**src/rtl/fpu_pkg.sv**
```systemverilog
// -----------------------------------------------------------------------------
// fpu_pkg
// Shared types and constants for the FP add/subtract unit.
//   fpu_op_e       : operation encoding from the control unit
//   addsub_state_e : sequencing states of the multi-cycle adder
//   CANON_NAN      : quiet NaN returned for every invalid/NaN result
//   EXP_BIAS       : binary32 exponent bias
//   EXP_MAX        : all-ones biased exponent (inf / NaN)
// -----------------------------------------------------------------------------
package fpu_pkg;

    typedef enum logic [1:0] {
        FPU_ADD = 2'b00,
        FPU_SUB = 2'b01
    } fpu_op_e;

    typedef enum logic [2:0] {
        S_IDLE,
        S_ALIGN,
        S_ADDM,
        S_NORM,
        S_ROUND
    } addsub_state_e;

    localparam logic [31:0] CANON_NAN = 32'h7FC0_0000;
    localparam int          EXP_BIAS  = 127;
    localparam int          EXP_MAX   = 255;

endpackage

```
**src/rtl/fpu_lzc.sv**
```systemverilog
// -----------------------------------------------------------------------------
// fpu_lzc
// Combinational leading-zero counter.
//   data_i  : word to scan, MSB first
//   count_o : number of zeros above the highest set bit (WIDTH when data_i==0)
// -----------------------------------------------------------------------------
module fpu_lzc #(
    parameter int WIDTH = 28,
    parameter int CNT_W = $clog2(WIDTH + 1)
) (
    input  logic [WIDTH-1:0] data_i,
    output logic [CNT_W-1:0] count_o
);

    // Scanning upward lets the highest set bit overwrite any lower one.
    always_comb begin
        count_o = CNT_W'(WIDTH);
        for (int i = 0; i < WIDTH; i++) begin
            if (data_i[i]) begin
                count_o = CNT_W'(WIDTH - 1 - i);
            end
        end
    end

endmodule

```
**src/rtl/fpu_addsub_mc.sv**
```systemverilog
// -----------------------------------------------------------------------------
// fpu_addsub_mc
// Multi-cycle binary32 add/subtract, round-to-nearest-even, no denormals.
//   clk_i, rst_ni      : clock, synchronous active-low reset
//   valid_i / ready_o  : request handshake, accepted when both are high
//   fpu_op_i           : 00 add, 01 sub, 1x unsupported (returns invalid NaN)
//   op_a_i, op_b_i     : packed binary32 operands
//   valid_o            : one-cycle pulse when result_o / exc_o are new
//   result_o, exc_o    : result and {invalid, overflow, inexact}, held
// Sequence IDLE -> ALIGN -> ADDM -> NORM -> ROUND, one cycle each, sharing a
// single working register set.
// -----------------------------------------------------------------------------
module fpu_addsub_mc
    import fpu_pkg::*;
#(
    parameter int EXP_W = 8,
    parameter int MAN_W = 23
) (
    input  logic        clk_i,
    input  logic        rst_ni,
    input  logic        valid_i,
    output logic        ready_o,
    input  logic [1:0]  fpu_op_i,
    input  logic [31:0] op_a_i,
    input  logic [31:0] op_b_i,
    output logic        valid_o,
    output logic [31:0] result_o,
    output logic [2:0]  exc_o
);

    // Working significand: hidden bit, fraction, guard, round, sticky.
    localparam int FW  = MAN_W + 4;
    localparam int SW  = FW + 1;
    localparam int LZW = $clog2(SW + 1);
    localparam int MW  = EXP_W + MAN_W;

    addsub_state_e   state_q, state_d;
    logic            ready_q, ready_d, valid_q, valid_d;
    logic [31:0]     result_q, result_d;
    logic [2:0]      exc_q, exc_d;
    logic [31:0]     a_q, a_d, b_q, b_d;
    logic [1:0]      op_q, op_d;
    logic            sign_q, sign_d, sub_q, sub_d;
    logic [EXP_W+1:0] exp_q, exp_d;
    logic [SW-1:0]   mant_q, mant_d;
    logic [FW-1:0]   mant_b_q, mant_b_d;
    logic            special_q, special_d, spec_inv_q, spec_inv_d, uflow_q, uflow_d;
    logic [31:0]     spec_res_q, spec_res_d;

    // ---------------- ALIGN datapath ----------------
    logic             b_sign_eff, a_max, b_max, a_nan, b_nan, a_snan, b_snan, a_inf, b_inf;
    logic [MW-1:0]    mag_a, mag_b, mag_l, mag_s;
    logic             swap, sign_l, sign_s;
    logic [MAN_W:0]   sig_l, sig_s;
    logic [EXP_W-1:0] exp_diff, shift_amt;
    logic [2*FW-1:0]  shift_wide;
    logic [FW-1:0]    aligned_s;
    logic             is_special, special_inv;
    logic [31:0]      special_res;

    assign b_sign_eff = b_q[31] ^ (op_q == FPU_SUB);
    assign a_max  = &a_q[MW-1:MAN_W];
    assign b_max  = &b_q[MW-1:MAN_W];
    assign a_nan  = a_max & (|a_q[MAN_W-1:0]);
    assign b_nan  = b_max & (|b_q[MAN_W-1:0]);
    assign a_snan = a_nan & ~a_q[MAN_W-1];
    assign b_snan = b_nan & ~b_q[MAN_W-1];
    assign a_inf  = a_max & ~(|a_q[MAN_W-1:0]);
    assign b_inf  = b_max & ~(|b_q[MAN_W-1:0]);

    // Zero exponent (zero or denormal) is flushed to a zero magnitude.
    assign mag_a  = (a_q[MW-1:MAN_W] == '0) ? '0 : a_q[MW-1:0];
    assign mag_b  = (b_q[MW-1:MAN_W] == '0) ? '0 : b_q[MW-1:0];
    assign swap   = mag_b > mag_a;
    assign mag_l  = swap ? mag_b : mag_a;
    assign mag_s  = swap ? mag_a : mag_b;
    assign sign_l = swap ? b_sign_eff : a_q[31];
    assign sign_s = swap ? a_q[31] : b_sign_eff;
    assign sig_l  = {|mag_l[MW-1:MAN_W], mag_l[MAN_W-1:0]};
    assign sig_s  = {|mag_s[MW-1:MAN_W], mag_s[MAN_W-1:0]};

    // Shift through a double-width window: the lower half collects every bit
    // that falls off the working field and is folded into the sticky bit.
    assign exp_diff   = mag_l[MW-1:MAN_W] - mag_s[MW-1:MAN_W];
    assign shift_amt  = (exp_diff >= EXP_W'(FW)) ? EXP_W'(FW) : exp_diff;
    assign shift_wide = {sig_s, 3'b000, {FW{1'b0}}} >> shift_amt;
    assign aligned_s  = {shift_wide[2*FW-1:FW+1], shift_wide[FW] | (|shift_wide[FW-1:0])};

    // Special operands decide the result now; ROUND just forwards it.
    always_comb begin
        is_special  = 1'b1;
        special_inv = 1'b0;
        special_res = CANON_NAN;
        if (op_q[1]) begin
            special_inv = 1'b1;
        end else if (a_nan || b_nan) begin
            special_inv = a_snan | b_snan;
        end else if (a_inf && b_inf && (a_q[31] != b_sign_eff)) begin
            special_inv = 1'b1;
        end else if (a_inf) begin
            special_res = {a_q[31], {EXP_W{1'b1}}, {MAN_W{1'b0}}};
        end else if (b_inf) begin
            special_res = {b_sign_eff, {EXP_W{1'b1}}, {MAN_W{1'b0}}};
        end else begin
            is_special = 1'b0;
        end
    end

    // ---------------- ADDM / NORM / ROUND datapath ----------------
    logic [SW-1:0]           sum;
    logic [LZW-1:0]          lz, norm_shift;
    logic signed [EXP_W+2:0] norm_exp;
    logic                    round_up, inexact;
    logic [MAN_W+1:0]        rounded;
    logic [EXP_W+1:0]        exp_r;
    logic [MAN_W-1:0]        frac_r;

    assign sum = sub_q ? (mant_q - {1'b0, mant_b_q}) : (mant_q + {1'b0, mant_b_q});

    fpu_lzc #(.WIDTH(SW), .CNT_W(LZW)) u_lzc (
        .data_i  (mant_q),
        .count_o (lz)
    );

    // Hidden bit sits one below the carry position, hence the -1.
    assign norm_shift = lz - LZW'(1);
    assign norm_exp   = $signed({1'b0, exp_q}) - $signed({{(EXP_W+3-LZW){1'b0}}, norm_shift});

    assign round_up = mant_q[2] & (mant_q[1] | mant_q[0] | mant_q[3]);
    assign inexact  = |mant_q[2:0];
    assign rounded  = {1'b0, mant_q[FW-1:3]} + {{(MAN_W+1){1'b0}}, round_up};
    assign exp_r    = exp_q + {{(EXP_W+1){1'b0}}, rounded[MAN_W+1]};
    assign frac_r   = rounded[MAN_W+1] ? rounded[MAN_W:1] : rounded[MAN_W-1:0];

    // Next-state and datapath register updates for every state.
    always_comb begin
        state_d    = state_q;
        ready_d    = ready_q;
        valid_d    = 1'b0;
        result_d   = result_q;
        exc_d      = exc_q;
        a_d        = a_q;
        b_d        = b_q;
        op_d       = op_q;
        sign_d     = sign_q;
        sub_d      = sub_q;
        exp_d      = exp_q;
        mant_d     = mant_q;
        mant_b_d   = mant_b_q;
        special_d  = special_q;
        spec_inv_d = spec_inv_q;
        spec_res_d = spec_res_q;
        uflow_d    = uflow_q;
        case (state_q)
            S_IDLE: begin
                if (valid_i && ready_q) begin
                    a_d     = op_a_i;
                    b_d     = op_b_i;
                    op_d    = fpu_op_i;
                    ready_d = 1'b0;
                    state_d = S_ALIGN;
                end
            end
            S_ALIGN: begin
                sign_d     = sign_l;
                sub_d      = sign_l ^ sign_s;
                exp_d      = {2'b00, mag_l[MW-1:MAN_W]};
                mant_d     = {1'b0, sig_l, 3'b000};
                mant_b_d   = aligned_s;
                special_d  = is_special;
                spec_inv_d = special_inv;
                spec_res_d = special_res;
                uflow_d    = 1'b0;
                state_d    = S_ADDM;
            end
            S_ADDM: begin
                mant_d = sum;
                // Exact cancellation of opposite signs yields +0.
                if (sub_q && (sum == '0)) begin
                    sign_d = 1'b0;
                end
                state_d = S_NORM;
            end
            S_NORM: begin
                if (mant_q[SW-1]) begin
                    mant_d = {1'b0, mant_q[SW-1:2], mant_q[1] | mant_q[0]};
                    exp_d  = exp_q + 1'b1;
                end else if (mant_q == '0) begin
                    exp_d = '0;
                end else if (norm_exp[EXP_W+2] || (norm_exp == '0)) begin
                    exp_d   = '0;
                    mant_d  = '0;
                    uflow_d = 1'b1;
                end else begin
                    mant_d = mant_q << norm_shift;
                    exp_d  = norm_exp[EXP_W+1:0];
                end
                state_d = S_ROUND;
            end
            S_ROUND: begin
                if (special_q) begin
                    result_d = spec_res_q;
                    exc_d    = {spec_inv_q, 2'b00};
                end else if (exp_q == '0) begin
                    result_d = {sign_q, 31'b0};
                    exc_d    = {2'b00, uflow_q};
                end else if (exp_r >= (EXP_W+2)'(EXP_MAX)) begin
                    result_d = {sign_q, {EXP_W{1'b1}}, {MAN_W{1'b0}}};
                    exc_d    = 3'b011;
                end else begin
                    result_d = {sign_q, exp_r[EXP_W-1:0], frac_r};
                    exc_d    = {2'b00, inexact};
                end
                valid_d = 1'b1;
                ready_d = 1'b1;
                state_d = S_IDLE;
            end
            default: begin
                ready_d = 1'b1;
                state_d = S_IDLE;
            end
        endcase
    end

    // Single register bank; reset discards any in-flight operation.
    always_ff @(posedge clk_i) begin
        if (!rst_ni) begin
            state_q    <= S_IDLE;
            ready_q    <= 1'b1;
            valid_q    <= 1'b0;
            result_q   <= '0;
            exc_q      <= '0;
            a_q        <= '0;
            b_q        <= '0;
            op_q       <= '0;
            sign_q     <= 1'b0;
            sub_q      <= 1'b0;
            exp_q      <= '0;
            mant_q     <= '0;
            mant_b_q   <= '0;
            special_q  <= 1'b0;
            spec_inv_q <= 1'b0;
            spec_res_q <= '0;
            uflow_q    <= 1'b0;
        end else begin
            state_q    <= state_d;
            ready_q    <= ready_d;
            valid_q    <= valid_d;
            result_q   <= result_d;
            exc_q      <= exc_d;
            a_q        <= a_d;
            b_q        <= b_d;
            op_q       <= op_d;
            sign_q     <= sign_d;
            sub_q      <= sub_d;
            exp_q      <= exp_d;
            mant_q     <= mant_d;
            mant_b_q   <= mant_b_d;
            special_q  <= special_d;
            spec_inv_q <= spec_inv_d;
            spec_res_q <= spec_res_d;
            uflow_q    <= uflow_d;
        end
    end

    assign ready_o  = ready_q;
    assign valid_o  = valid_q;
    assign result_o = result_q;
    assign exc_o    = exc_q;

endmodule

```
**config.mk**
```make
export PLATFORM = sky130hd
export DESIGN_NAME = fpu_addsub_mc
export DESIGN_NICKNAME = d
export VERILOG_FILES = /design/src/rtl/fpu_pkg.sv /design/src/rtl/fpu_lzc.sv /design/src/rtl/fpu_addsub_mc.sv
export SDC_FILE = /design/constraint.sdc
export NUM_CORES = 1
export LEC_CHECK = 0
export ABC_CLOCK_PERIOD_IN_PS = 8200
export BUFFER_PORTS_ARGS = -buffer_cell sky130_fd_sc_hd__buf_2
export CAP_MARGIN = 20
export CELL_PAD_IN_SITES_DETAIL_PLACEMENT = 0
export CELL_PAD_IN_SITES_GLOBAL_PLACEMENT = 2
export CORE_MARGIN = 2
export CORE_UTILIZATION = 36
export DETAILED_ROUTE_END_ITERATION = 12
export PLACE_DENSITY_LB_ADDON = 0.1
export REMOVE_ABC_BUFFERS = 1
export SETUP_SLACK_MARGIN = 0.3
export SLEW_MARGIN = 40
export SYNTH_ARGS = -nofsm -noshare
export SYNTH_HDL_FRONTEND = slang
export SYNTH_SLANG_ARGS = --single-unit
```
**constraint.sdc**
```tcl
create_clock -name clk_i -period 8.2 [get_ports clk_i]
set_input_delay 0.41 -clock clk_i [delete_from_list [all_inputs] [get_ports clk_i]]
set_output_delay 0.41 -clock clk_i [all_outputs]
set_load 0.02 [all_outputs]
```
# Word level (Yosys, flattened, before mapping)
# Index checks and enable logic that the tools add are counted.
[classes]
n_addsub = 8
magnitude_cmp = 3
n_eq_ne = 12
shifts = 2
muxes = 75
bitwise = 18
reduce_logical = 30
[op_table]
columns = ["operator", "n"]
rows = [
  ["32-bit two-way mux", 6],
  ["31-bit two-way mux", 6],
  ["28-bit two-way mux", 4],
  ["28-bit one-hot mux with 3 select lines", 1],
  ["5-bit two-way mux", 16],
  ["28-bit logical NOT", 2],
  ["54-bit by 8-bit right shift with 54-bit output", 1],
  ["23-bit OR reduction", 2],
  ["4-bit two-way mux", 8],
  ["31-bit > comparator", 1],
  ["10-bit two-way mux", 3],
  ["28-bit by 27-bit adder with 28-bit output", 1],
  ["28-bit by 5-bit left shift with 28-bit output", 1],
  ["28-bit by 27-bit subtractor with 28-bit output", 1],
  ["27-bit OR reduction", 1],
  ["24-bit by 1-bit adder with 25-bit output", 1],
  ["23-bit two-way mux", 1],
  ["10-bit one-hot mux with 2 select lines", 1],
  ["3-bit two-way mux", 6],
  ["8-bit logical NOT", 2],
  ["1-bit two-way mux", 16],
  ["8-bit AND reduction", 2],
  ["8-bit OR reduction", 2],
  ["3-bit one-hot mux with 4 select lines", 1],
  ["other kinds (31)", 62],
]
[totals]
register_bits = 208
in_bits = 69
out_inout_bits = 37
word_cells = 166

# Depth between registers and ports, before layout
# Gate-level depths: netlist (run 1).
[logic_depth]
word_depth = 36
ltp_mapped = 33
depth_no_buf = 27

# Modules after synthesis
# A second synthesis (run 1) with hierarchy kept.
[unflattened]
cells_unflattened = 2250
area_unflattened_um2 = 15738.8
[modules_own_cells]
columns = ["module", "instances", "cells_each", "area_per_inst_um2", "seq_area_each_um2"]
rows = [
  ["fpu_addsub_mc", 1, 2190, 15402.3, 3583.4],
  ["fpu_lzc", 1, 60, 336.6, 0.0],
]

# Worst setup path after synthesis (run 1)
# Ideal clock, no wire load.
[synth_timing]
path_kind = "reg-to-reg"
from = "reg b_q[24]"
to = "reg mant_b_q[0]"
setup_ns = 0.119
arrival_ns = 7.390
required_time_ns = 8.081
slack_ns = 0.690
stages_incl_launch_ff = 32
path_buffers = 7
synth_period_minus_slack_ns = 7.510
cell_sequence = "dfxtp_1 -> clkbuf_1 -> or4_1 -> clkbuf_1 -> clkbuf_1 -> and2_1 -> ha_1 -> nand4_1 -> or4_1 -> a2111o_1 -> o311a_1 -> a21oi_2 -> clkbuf_1 -> buf_1 -> buf_1 -> mux2i_1 -> ha_1 -> inv_1 -> nand3_1 -> a211o_1 -> nand2_1 -> or2_2 -> o2111a_1 -> nor2_1 -> clkbuf_1 -> a21oi_1 -> o41ai_1 -> o21ai_0 -> a21boi_0 -> nor4_1 -> and4_1 -> o21bai_1"
[synth_between]
elab_chain_len = 10
elab_cells_between_ends = 12
classes_between = "add/sub: 1; order compare: 2; shift: 1; mux: 4; bitwise: 1; reduce/logical: 3"
[synth_rtl]
columns = ["item", "line", "rtl"]
rows = [
  ["start, declared", "fpu_addsub_mc.sv:41", "logic [31:0] a_q, a_d, b_q, b_d;"],
  ["start signal, assigned", "fpu_addsub_mc.sv:234", "b_q <= '0;"],
  ["start signal, assigned", "fpu_addsub_mc.sv:252", "b_q <= b_d;"],
  ["8-bit logical NOT", "fpu_addsub_mc.sv:73", "assign mag_b = (b_q[MW-1:MAN_W] == '0) ? '0 : b_q[MW-1:0];"],
  ["31-bit two-way mux (*)", "fpu_addsub_mc.sv:73", ""],
  ["31-bit > comparator", "fpu_addsub_mc.sv:74", "assign swap = mag_b > mag_a;"],
  ["31-bit two-way mux, on equally long branches", "fpu_addsub_mc.sv:75, fpu_addsub_mc.sv:76", ""],
  ["8-bit subtractor", "fpu_addsub_mc.sv:84", "assign exp_diff = mag_l[MW-1:MAN_W] - mag_s[MW-1:MAN_W];"],
  ["8-bit by 5-bit greater-or-equal comparator with 1-bit output", "fpu_addsub_mc.sv:85", "assign shift_amt = (exp_diff >= EXP_W'(FW)) ? EXP_W'(FW) : exp_diff;"],
  ["8-bit two-way mux", "fpu_addsub_mc.sv:85", ""],
  ["54-bit by 8-bit right shift with 54-bit output (*)", "fpu_addsub_mc.sv:86", "assign shift_wide = {sig_s, 3'b000, {FW{1'b0}}} >> shift_amt;"],
  ["27-bit OR reduction", "fpu_addsub_mc.sv:87", "assign aligned_s = {shift_wide[2*FW-1:FW+1], shift_wide[FW] | (|shift_wide[FW-1:0])};"],
  ["1-bit OR (*)", "fpu_addsub_mc.sv:87", ""],
  ["end signal, assigned", "fpu_addsub_mc.sv:258", "mant_b_q <= mant_b_d;"],
  ["end, declared", "fpu_addsub_mc.sv:46", "logic [FW-1:0] mant_b_q, mant_b_d;"],
]
# Every way passes the cells marked *; elsewhere a longest branch is shown, timed or not.
# A chain may end at the register's enable or synchronous reset.

# Worst setup path after layout (run 1)
[layout_timing]
from = "reg b_q[26]"
to = "reg mant_b_q[0]"
# Same word-level chain as after synthesis.

==> impl_metrics.py, run 1 <==
metrics = {
    "finish": {
        "regArea_sq_um": 3580,
        "fin_cells": 2799,
        "multiInputGateArea_sq_um": 11200,
        "syn_to_final_growth_pct": 9.93,
        "diodes": 0,
        "fillers": 4605,
        "drive_above_1_share": 0.110,
        "nets": 2341,
    },
    "logic_synthesis": {
        "ys_seq_area_frac": 0.230,
        "synthTopCellsByArea": "dfxtp_1, nand2_1, a21oi_1",
        "yosysUniqueCellTypes": 87,
        "yosysTopAreaCellShare": 0.230,
        "synth-async-reset-ratio": 0,
        "syn_area_sq_um": 15600,
        "ys.flop_type": "dfxtp_1",
        "syn_area_per_cell_sq_um": 7.05,
        "yosysTopAreaCell": "dfxtp_1",
        "netlist_instances": 2214,
        "ys_seq_elements": 179,
        "yosysWarnings": 0,
        "synth_edf_count": 0,
    },
    "grt": {
        "grt_use_met2": 0.461,
        "grt_util_met3": 0.0368,
        "track_usage": 0.268,
        "grt_busiest_layer": "met2",
        "use_met1": 0.341,
        "grt_max_degree": 75,
        "grt_pass1_wl_um": 92400,
        "first_global_vias": 15700,
        "grt_antenna_before_repair": 0,
        "grt_overflow": 0,
    },
    "power": {
        "cellLeakagePower_nw": 6.72,
        "power_mw": 6.36,
        "p_per_area_nw_per_um2": 371,
        "ir_worst_vdd_v": 0.000312,
    },
    "drt": {
        "postRouteAntennaNets": 0,
        "drc": 0,
        "wl_per_cell_um": 21.5,
        "first_iter_violations": 1476,
        "wl_um": 60100,
        "firstDrtPassIters": 6,
        "vias_per_cell": 5.85,
        "vias": 16400,
    },
    "floorplan": {
        "io_pins": 106,
        "fp.dieW_um": 212,
        "core_sq_um": 42900,
        "rows": 76,
        "die_area_sq_um": 45000,
        "start_util": 0.364,
        "die_y_um": 212,
    },
    "worst_setup_path": {
        "crit_family": "simple AND/OR/NAND/NOR gates",
        "critPathKind": "reg2reg",
        "cp.buffers_inverters": 2,
        "cpPeakStageDelay_ns": 0.67,
        "crit_required_ns": 8.58,
        "crit_fanout": 24,
        "worst_setup_path_end_kind": "register",
        "cp_data_arrival_time_ns": 7.65,
        "worst_setup_path_start_kind": "register",
        "slowest_stage": "or4_1",
    },
    "sta": {
        "drv_slew": 0,
        "fin_crit_ns": 7.27,
        "relSlewSlack": 0.399,
        "hold_viol_final": 0,
        "finalSetupViolCount": 0,
        "fin_crit_sh": 0.887,
        "tightest_slew_ns": 0.879,
        "rsz0062_at_grt": "false",
        "clock_skew_ns": 0.0187,
        "fmax_ghz": 0.138,
        "finalSetupTns_ns": 0,
    },
    "run_status": {
        "status": "finished, final reports clean",
    },
    "placement": {
        "io_buffers": 105,
        "hpwl_um": 46300,
        "place_inst": 2766,
        "gp_congestion": 0.935,
    },
    "clock_tree": {
        "cts_buffer_depth": 2,
        "cts_max_level": 4,
        "cts-root-buf": "clkbuf_16",
        "cts_hold_buf": 0,
        "clk_pin_slew_ns": 0.08,
        "cts_resized": 0,
        "cts_num_sinks": 179,
        "cts_buffers": 17,
        "tritoncts": "yes",
        "cts_setup_buffers": 0,
        "clk_latency_ns": 0.50,
    },
    "hold_path": {
        "worstHoldPathType": "in2reg",
    },
    "flow_run": {
        "maxCapViolations": 0,
    },
}
-- sequential cells by signal, indices dropped and copies added, names as in the netlist, 3 cells and up --
signal / count
a_q: 32
b_q: 32
result_o: 32
mant_q: 28
mant_b_q: 27
exp_q: 10
exc_o: 3
spec_res_q: 3
state_q: 3
-- worst min-delay path, delay by kind of cell --
| family | cells | cell delay (ns) |
|---|---|---|
| buffers and inverters | 1 | 0.09 |
| AO/OA/AOI/OAI | 1 | 0.05 |
| AND/OR/NAND/NOR | 1 | 0.04 |
-- report_power, final --
| group | leakage (nW) | switching (mW) | internal (mW) |
|---|---|---|---|
| combinational | 4.99 | 2.80 | 1.60 |
| sequential | 1.46 | 0.183 | 0.949 |
| clock | 0.273 | 0.410 | 0.426 |
-- cell usage in the layout, fill, tap and decap left out, types with 34 or more instances in the layout --
cell,n
xnor2_1,72
inv_1,54
mux2i_1,90
o21ai_0,150
ha_1,69
a21oi_1,192
nor3_1,56
buf_2,105
nand2_1,334
nand3_1,52
a31oi_1,50
nor2_1,215
dfxtp_1,179
a221oi_1,34
-- cell usage after synthesis, types with 26 or more instances --
cell	count
nand2_1	335
nor2_1	218
a21oi_1	192
dfxtp_1	179
clkbuf_1	151
o21ai_0	151
mux2i_1	90
xnor2_1	72
ha_1	69
nor3_1	56
inv_1	54
nand3_1	52
a31oi_1	50
a221oi_1	34
nor4_1	32
o22ai_1	29
and2_1	28
a211oi_1	26
xor2_1	26
-- cell type report --
| class | instances | area share |
|---|---|---|
| multi-input cells | 1805 | 0.655 |
| well taps | 585 | 0.0427 |
| repair buffers | 140 | 0.0474 |
| clock buffers | 18 | 0.0250 |
| inverters | 58 | 0.0128 |
| flip-flops and latches | 179 | 0.209 |
| clock inverters | 14 | 0.00853 |
-- worst paths after layout --
check / from / to / slack (ns) / cells after the start
setup / recovery: b_q[26] / mant_b_q[0] / 0.93 / 27
hold reg to reg: result_o[2] / result_o[2] / 0.43 / 2
setup reg to reg: b_q[26] / mant_b_q[0] / 0.93 / 27
hold / removal: op_a_i[14] / a_q[14] / 0.13 / 3
-- kinds of logic (layout without fill, tap and decap cells) --
group                      count (synthesis)  in the layout  share of synthesized area
buffers and inverters                    230            230                     0.0568
xor gates and xnor gates                  98             98                     0.0550
adders and majority gates                 71             71                     0.0579
AOI/OAI and AO/OA                        678            678                      0.284
muxes                                    100            100                     0.0649
DFF                                      179            179                      0.230
and+or+nand+nor                          858            858                      0.252
-- routing by layer --
metal / routed length, um / vias up
met2: 29400 / 448
li1: - / 8041
met1: 26400 / 7799
met5: 0 / -
met4: 1730 / 0
met3: 2580 / 83
-- through the flow --
stage                     setup slack, ns  hold slack, ns  cell area, sq um  utilization
after floorplan                     -1.40           0.432             14900            -
after global placement              0.687           0.418             16500        0.385
after detailed placement            0.635           0.425             16500        0.385
after CTS                           0.595           0.102             17100        0.399
after global routing                0.425           0.127             17200        0.400
final                               0.928           0.135             17200        0.400
Note: power is estimated with default switching activity, not from simulation.
==> run 2: changes to the inputs <==
--- a/config.mk
+++ b/config.mk
@@ -6,5 +6,5 @@
 export NUM_CORES = 1
 export LEC_CHECK = 0
-export ABC_CLOCK_PERIOD_IN_PS = 8200
+export ABC_CLOCK_PERIOD_IN_PS = 6310
 export BUFFER_PORTS_ARGS = -buffer_cell sky130_fd_sc_hd__buf_2
 export CAP_MARGIN = 20
@@ -12,7 +12,8 @@
 export CELL_PAD_IN_SITES_GLOBAL_PLACEMENT = 2
 export CORE_MARGIN = 2
-export CORE_UTILIZATION = 36
+export CORE_UTILIZATION = 32
 export DETAILED_ROUTE_END_ITERATION = 12
 export PLACE_DENSITY_LB_ADDON = 0.1
+export RECOVER_POWER = 100
 export REMOVE_ABC_BUFFERS = 1
 export SETUP_SLACK_MARGIN = 0.3
==> constraint.sdc (replaced) <==
create_clock -name clk_i -period 6.31 [get_ports clk_i]
set_input_delay 0.3155 -clock clk_i [delete_from_list [all_inputs] [get_ports clk_i]]
set_output_delay 0.3155 -clock clk_i [all_outputs]
set_load 0.005 [all_outputs]
==> impl_metrics.py, run 2 (synthesis results as in run 1) <==
metrics = {
    "sta": {
        "relSlewSlack": -0.933,
        "drv_slew": 67,
        "postLayoutSetupSlackWorst_ns": 0.0328,
        "finalSetupTns_ns": 0,
        "fin_crit_sh": 0.995,
        "hold_viol_final": 0,
        "clock_skew_ns": 0.0214,
        "fin_crit_ns": 6.28,
        "hold_ws_ns": 0.0383,
        "rsz0062_at_grt": "true",
        "tightest_slew_ns": 2.90,
        "finalSetupViolCount": 0,
        "fmax_ghz": 0.159,
    },
    "worst_setup_path": {
        "cp_data_arrival_time_ns": 6.71,
        "cpMostUsedCell": "buf_6",
        "cpPeakStageDelay_ns": 0.58,
        "ff2ff_setup_slack_ns": 0.03,
        "slowest_stage": "or4_4",
        "crit_fanout": 6,
        "crit_required_ns": 6.74,
        "worst_setup_path_start_kind": "register",
        "critPathKind": "reg2reg",
        "worst_setup_path_end_kind": "register",
    },
    "clock_tree": {
        "cts_max_level": 4,
        "clk_latency_ns": 0.51,
        "clk_pin_slew_ns": 0.09,
        "cts_buffer_depth": 2,
        "cts_buffers": 17,
        "cts_num_sinks": 179,
        "cts-root-buf": "clkbuf_16",
        "tritoncts": "yes",
    },
    "drt": {
        "vias": 17700,
        "drc": 0,
        "vias_per_cell": 5.63,
        "firstDrtPassIters": 7,
        "wl_per_cell_um": 21.1,
        "wl_um": 66300,
        "first_iter_violations": 1124,
        "postRouteAntennaNets": 0,
    },
    "grt": {
        "use_met1": 0.324,
        "grt_pass1_wl_um": 103000,
        "first_global_vias": 17600,
        "grt_busiest_layer": "met2",
        "grt_antenna_before_repair": 0,
        "grt_util_met3": 0.0363,
        "grt_use_met2": 0.469,
        "grt_overflow": 0,
        "grt_max_degree": 68,
        "track_usage": 0.263,
    },
    "run_status": {
        "failed_checks": "max-capacitance violations, max-slew violations",
        "status": "finished, violations left",
    },
    "finish": {
        "final_cell_area_sq_um": 21300,
        "diodes": 0,
        "syn_to_final_growth_pct": 36.4,
        "nets": 2649,
        "drive_above_1_share": 0.276,
        "finish.utilization": 0.444,
        "layout_commonest_cell": "nand2_1",
        "final_cell_mix": "nand2_1, buf_4, nor2_1",
        "fin_cells": 3137,
    },
    "power": {
        "swShare": 0.495,
        "netSwitchingPower_mw": 5.47,
        "power_mw": 11.1,
        "power_frac_seq": 0.125,
        "combPwrFrac": 0.770,
        "internal_power_mw": 5.58,
        "ir_worst_vdd_v": 0.000275,
        "clkPwrFrac": 0.105,
        "cellLeakagePower_nw": 8.49,
        "p_per_area_nw_per_um2": 519,
    },
    "floorplan": {
        "core_sq_um": 47900,
        "die_y_um": 225,
        "die_area_sq_um": 50600,
        "io_pins": 106,
        "rows": 80,
        "fp.dieW_um": 225,
        "start_util": 0.325,
    },
    "placement": {
        "pre_cts_ws_ns": -0.427,
        "place_area_sq_um": 18400,
        "gp_congestion": 0.938,
        "io_buffers": 105,
        "hpwl_um": 51300,
        "place_inst": 3036,
    },
    "flow_run": {
        "maxCapViolations": 1,
    },
    "hold_path": {
        "worstHoldPathType": "in2reg",
    },
}
==> run 2: power by group through the flow <==
stage | Clock [mW] | Combinational [mW] | Sequential (mW)
final | 1.16 | 8.51 | 1.38
after global routing | 1.24 | 9.14 | 1.40
after CTS | 1.20 | 7.78 | 1.38
after detailed placement | 0 | 6.66 | 1.41
after global placement | 0 | 6.66 | 1.40
after floorplan | 0 | 4.06 | 1.39
==> run 2: per-layer routing <==
metal / wire (um) / part of all wire / up-vias
met5: 0 / 0 / -
met4: 2280 / 0.034 / 0
met3: 2400 / 0.036 / 99
met2: 32900 / 0.50 / 431
met1: 28800 / 0.43 / 8466
li1: - / - / 8668
==> run 2: worst max-delay path, delay by kind of cell, from the launching register on <==
family                     cells  cell delay, ns
AOI/OAI and AO/OA             11            2.26
and+or+nand+nor                8            2.03
buffers and inverters          7            1.08
DFF                            1            0.33
adders and majority gates      1            0.26
muxes                          1            0.23
==> run 2: repair_timing <==
action / 4_1_cts / 5_1_grt
buffers inserted: 38 / 26
gates resized for setup: 195 / 142
gates cloned: 5 / 0
hold buffers: 0 / 0
setup endpoints to repair: 26 / 36
pin swaps: 59 / 53
==> run 2: cell type report <==
class | instances | area [sq um]
clock buffer | 17 | 425
clock inverter | 15 | 204
fill | 4920 | 26700
inverter | 58 | 220
multi-input combinational | 1805 | 12700
sequential | 179 | 3590
tap | 615 | 769
timing repair buffer | 448 | 3410
==> run 2: final timing paths <==
kind | cells past startpoint | to | start
worst min-delay path | 3 | b_q[2] | op_b_i[2]
worst max register to register | 28 | mant_b_q[0] | b_q[30]
worst max-delay path | 28 | mant_b_q[0] | b_q[30]
worst min register to register | 2 | result_o[2] | result_o[2]
==> run 3: changes to the inputs <==
- SYNTH_HIERARCHICAL: unset -> 1
==> impl_metrics.py, run 3 <==
metrics = {
    "run_status": {
        "status": "finished, violations left",
        "failed_checks": "max-capacitance violations, max-slew violations, negative setup slack",
    },
    "grt": {
        "track_usage": 0.263,
        "grt_pass1_wl_um": 102000,
        "first_global_vias": 17300,
        "grt_antenna_before_repair": 0,
        "grt_overflow": 0,
        "use_met1": 0.332,
        "grt_use_met2": 0.460,
        "grt_busiest_layer": "met2",
        "grt_max_degree": 85,
        "grt_util_met3": 0.0349,
    },
    "logic_synthesis": {
        "ys_seq_elements": 179,
        "synth-async-reset-ratio": 0,
        "yosysTopAreaCellShare": 0.228,
        "ys.flop_type": "dfxtp_1",
        "syn_area_sq_um": 15700,
        "yosysUniqueCellTypes": 95,
        "synth_common_cells": "nand2_1, a21oi_1, nor2_1, dfxtp_1, o21ai_0",
        "netlist_instances": 2250,
        "synth_most_common_cell": "nand2_1",
        "synthTopCellsByArea": "dfxtp_1, nand2_1, a21oi_1",
        "ys_seq_area_frac": 0.228,
        "yosysWarnings": 6,
        "yosysTopAreaCell": "dfxtp_1",
        "syn_area_per_cell_sq_um": 7.00,
        "synth_edf_count": 0,
    },
    "worst_setup_path": {
        "cpMostUsedCell": "buf_4",
        "ff2ff_setup_slack_ns": -0.45,
        "cp-endpoint": "mant_b_q[0]",
        "cp_data_arrival_time_ns": 7.12,
        "ff2ff_path_depth": 29,
        "cpPeakStageDelay_ns": 0.58,
        "r2r_start": "b_q[23]",
        "critPathLaunch": "b_q[23]",
        "worst_setup_path_start_kind": "register",
        "critPathKind": "reg2reg",
        "crit_fanout": 20,
        "r2r_end": "mant_b_q[0]",
        "worst_setup_path_end_kind": "register",
        "crit_required_ns": 6.67,
        "slowest_stage": "or4b_4",
    },
    "drt": {
        "wl_per_cell_um": 20.9,
        "postRouteAntennaNets": 0,
        "drc": 0,
        "vias": 17800,
        "firstDrtPassIters": 5,
        "first_iter_violations": 1080,
        "wl_um": 66900,
        "vias_per_cell": 5.56,
    },
    "clock_tree": {
        "cts-root-buf": "clkbuf_16",
        "clk_latency_ns": 0.50,
        "cts_buffer_depth": 2,
        "cts_buffers": 17,
        "cts_hold_buf": 0,
        "clk_pin_slew_ns": 0.08,
        "cts_num_sinks": 179,
        "cts_max_level": 4,
        "tritoncts": "yes",
    },
    "sta": {
        "fmax_ghz": 0.148,
        "relSlewSlack": -0.893,
        "hold_viol_final": 0,
        "fin_crit_sh": 1.07,
        "tightest_slew_ns": 2.84,
        "clock_skew_ns": 0.0163,
        "finalSetupViolCount": 4,
        "postLayoutSetupSlackWorst_ns": -0.448,
        "rsz0062_at_grt": "true",
        "hold_ws_ns": 0.0454,
        "drv_slew": 67,
        "fin_crit_ns": 6.76,
    },
    "floorplan": {
        "fp.dieW_um": 226,
        "rows": 81,
        "start_util": 0.323,
        "core_sq_um": 48700,
        "die_area_sq_um": 51000,
        "die_y_um": 226,
        "io_pins": 106,
    },
    "placement": {
        "place_area_sq_um": 18700,
        "io_buffers": 105,
        "gp_congestion": 0.953,
        "hpwl_um": 52600,
    },
    "power": {
        "p_per_area_nw_per_um2": 537,
        "cellLeakagePower_nw": 8.00,
        "ir_worst_vdd_v": 0.000318,
        "power_mw": 10.8,
    },
    "finish": {
        "multiInputGateArea_sq_um": 11900,
        "layout_commonest_cell": "nand2_1",
        "final_cell_area_sq_um": 20200,
        "fillers": 5188,
        "nets": 2674,
        "syn_to_final_growth_pct": 28.4,
        "regArea_sq_um": 3580,
        "drive_above_1_share": 0.231,
        "final_cell_mix": "nand2_1, buf_4, nor2_1",
        "diodes": 0,
    },
    "hold_path": {
        "worstHoldPathType": "in2reg",
    },
    "flow_run": {
        "maxCapViolations": 1,
    },
}
[run 3: changes by cell type after synthesis, sizes merged, moves of 15 or more]
cell / change
mux2i: -45
a21oi: +37
clkbuf: -23
nand2: +21
o211ai: +20
a2111oi: -19
buf: +16
nand2b: +15
[run 3: kinds of logic (layout without fill, tap and decap cells)]
kind of cell	Yosys count	in the layout	synth area share
simple gates	879	879	0.255
compound gates	728	729	0.296
buf+inv	233	527	0.0595
flops	179	179	0.228
xor+xnor	92	92	0.0512
fa+ha+maj	73	73	0.0590
mux	66	66	0.0508
[run 3: stage by stage]
step,setup TNS (ns),setup slack [ns],cells,util
2_1_floorplan,-138.43,-3.14,2085,-
3_3_place_gp,-1.66,-0.576,3148,0.384
3_5_place_dp,-1.99,-0.645,3148,0.384
4_1_cts,-0.858,-0.376,3192,0.403
5_1_grt,-4.93,-0.646,3209,0.415
6_report,-0.750,-0.448,3209,0.415
[run 3: how the worst min path moves through the flow]
stage | start | end | cells after the start
6_report | op_a_i[5] | a_q[5] | 3
5_1_grt | op_a_i[2] | a_q[2] | 3
4_1_cts | op_a_i[5] | a_q[5] | 3
3_5_place_dp | exc_o[2] | exc_o[2] | 2
3_3_place_gp | exc_o[2] | exc_o[2] | 2
2_1_floorplan | op_q[0] | op_q[0] | 2
[run 3: where the power goes]
group / internal [mW] / switching [mW] / total [mW]
sequential: 1.23 / 0.184 / 1.41
combinational: 3.43 / 4.83 / 8.25
clock: 0.640 / 0.539 / 1.18
[run 3: critical path, delay by kind of cell (launching register included)]
family | cells | cell delay [ns]
AND/OR/NAND/NOR | 11 | 2.80
AO/OA/AOI/OAI | 12 | 2.27
flip-flops | 1 | 0.33
buffers and inverters | 4 | 0.76
adder cells (fa/ha/maj) | 2 | 0.45
[run 3: timing repair]
action / 4_1_cts / 5_1_grt
buffers inserted: 11 / 16
resized for setup: 40 / 117
gates cloned: 1 / 1
pin swaps: 11 / 27
setup endpoints to repair: 27 / 28
[run 3: layout make-up]
type | instances | area share
clock buffers | 19 | 0.0219
clock inverters | 13 | 0.00842
inverters | 68 | 0.0128
multi-input cells | 1839 | 0.591
flip-flops and latches | 179 | 0.177
well taps | 664 | 0.0411
repair buffers | 427 | 0.148
[run 3: routing by layer]
layer  part of all wire  wire length [um]  vias up
met1               0.44             29400     8547
met2               0.49             32900      476
met4              0.026              1760        0
li1                   -                 -     8740
met5                  0                 0        -
met3              0.042              2840       83
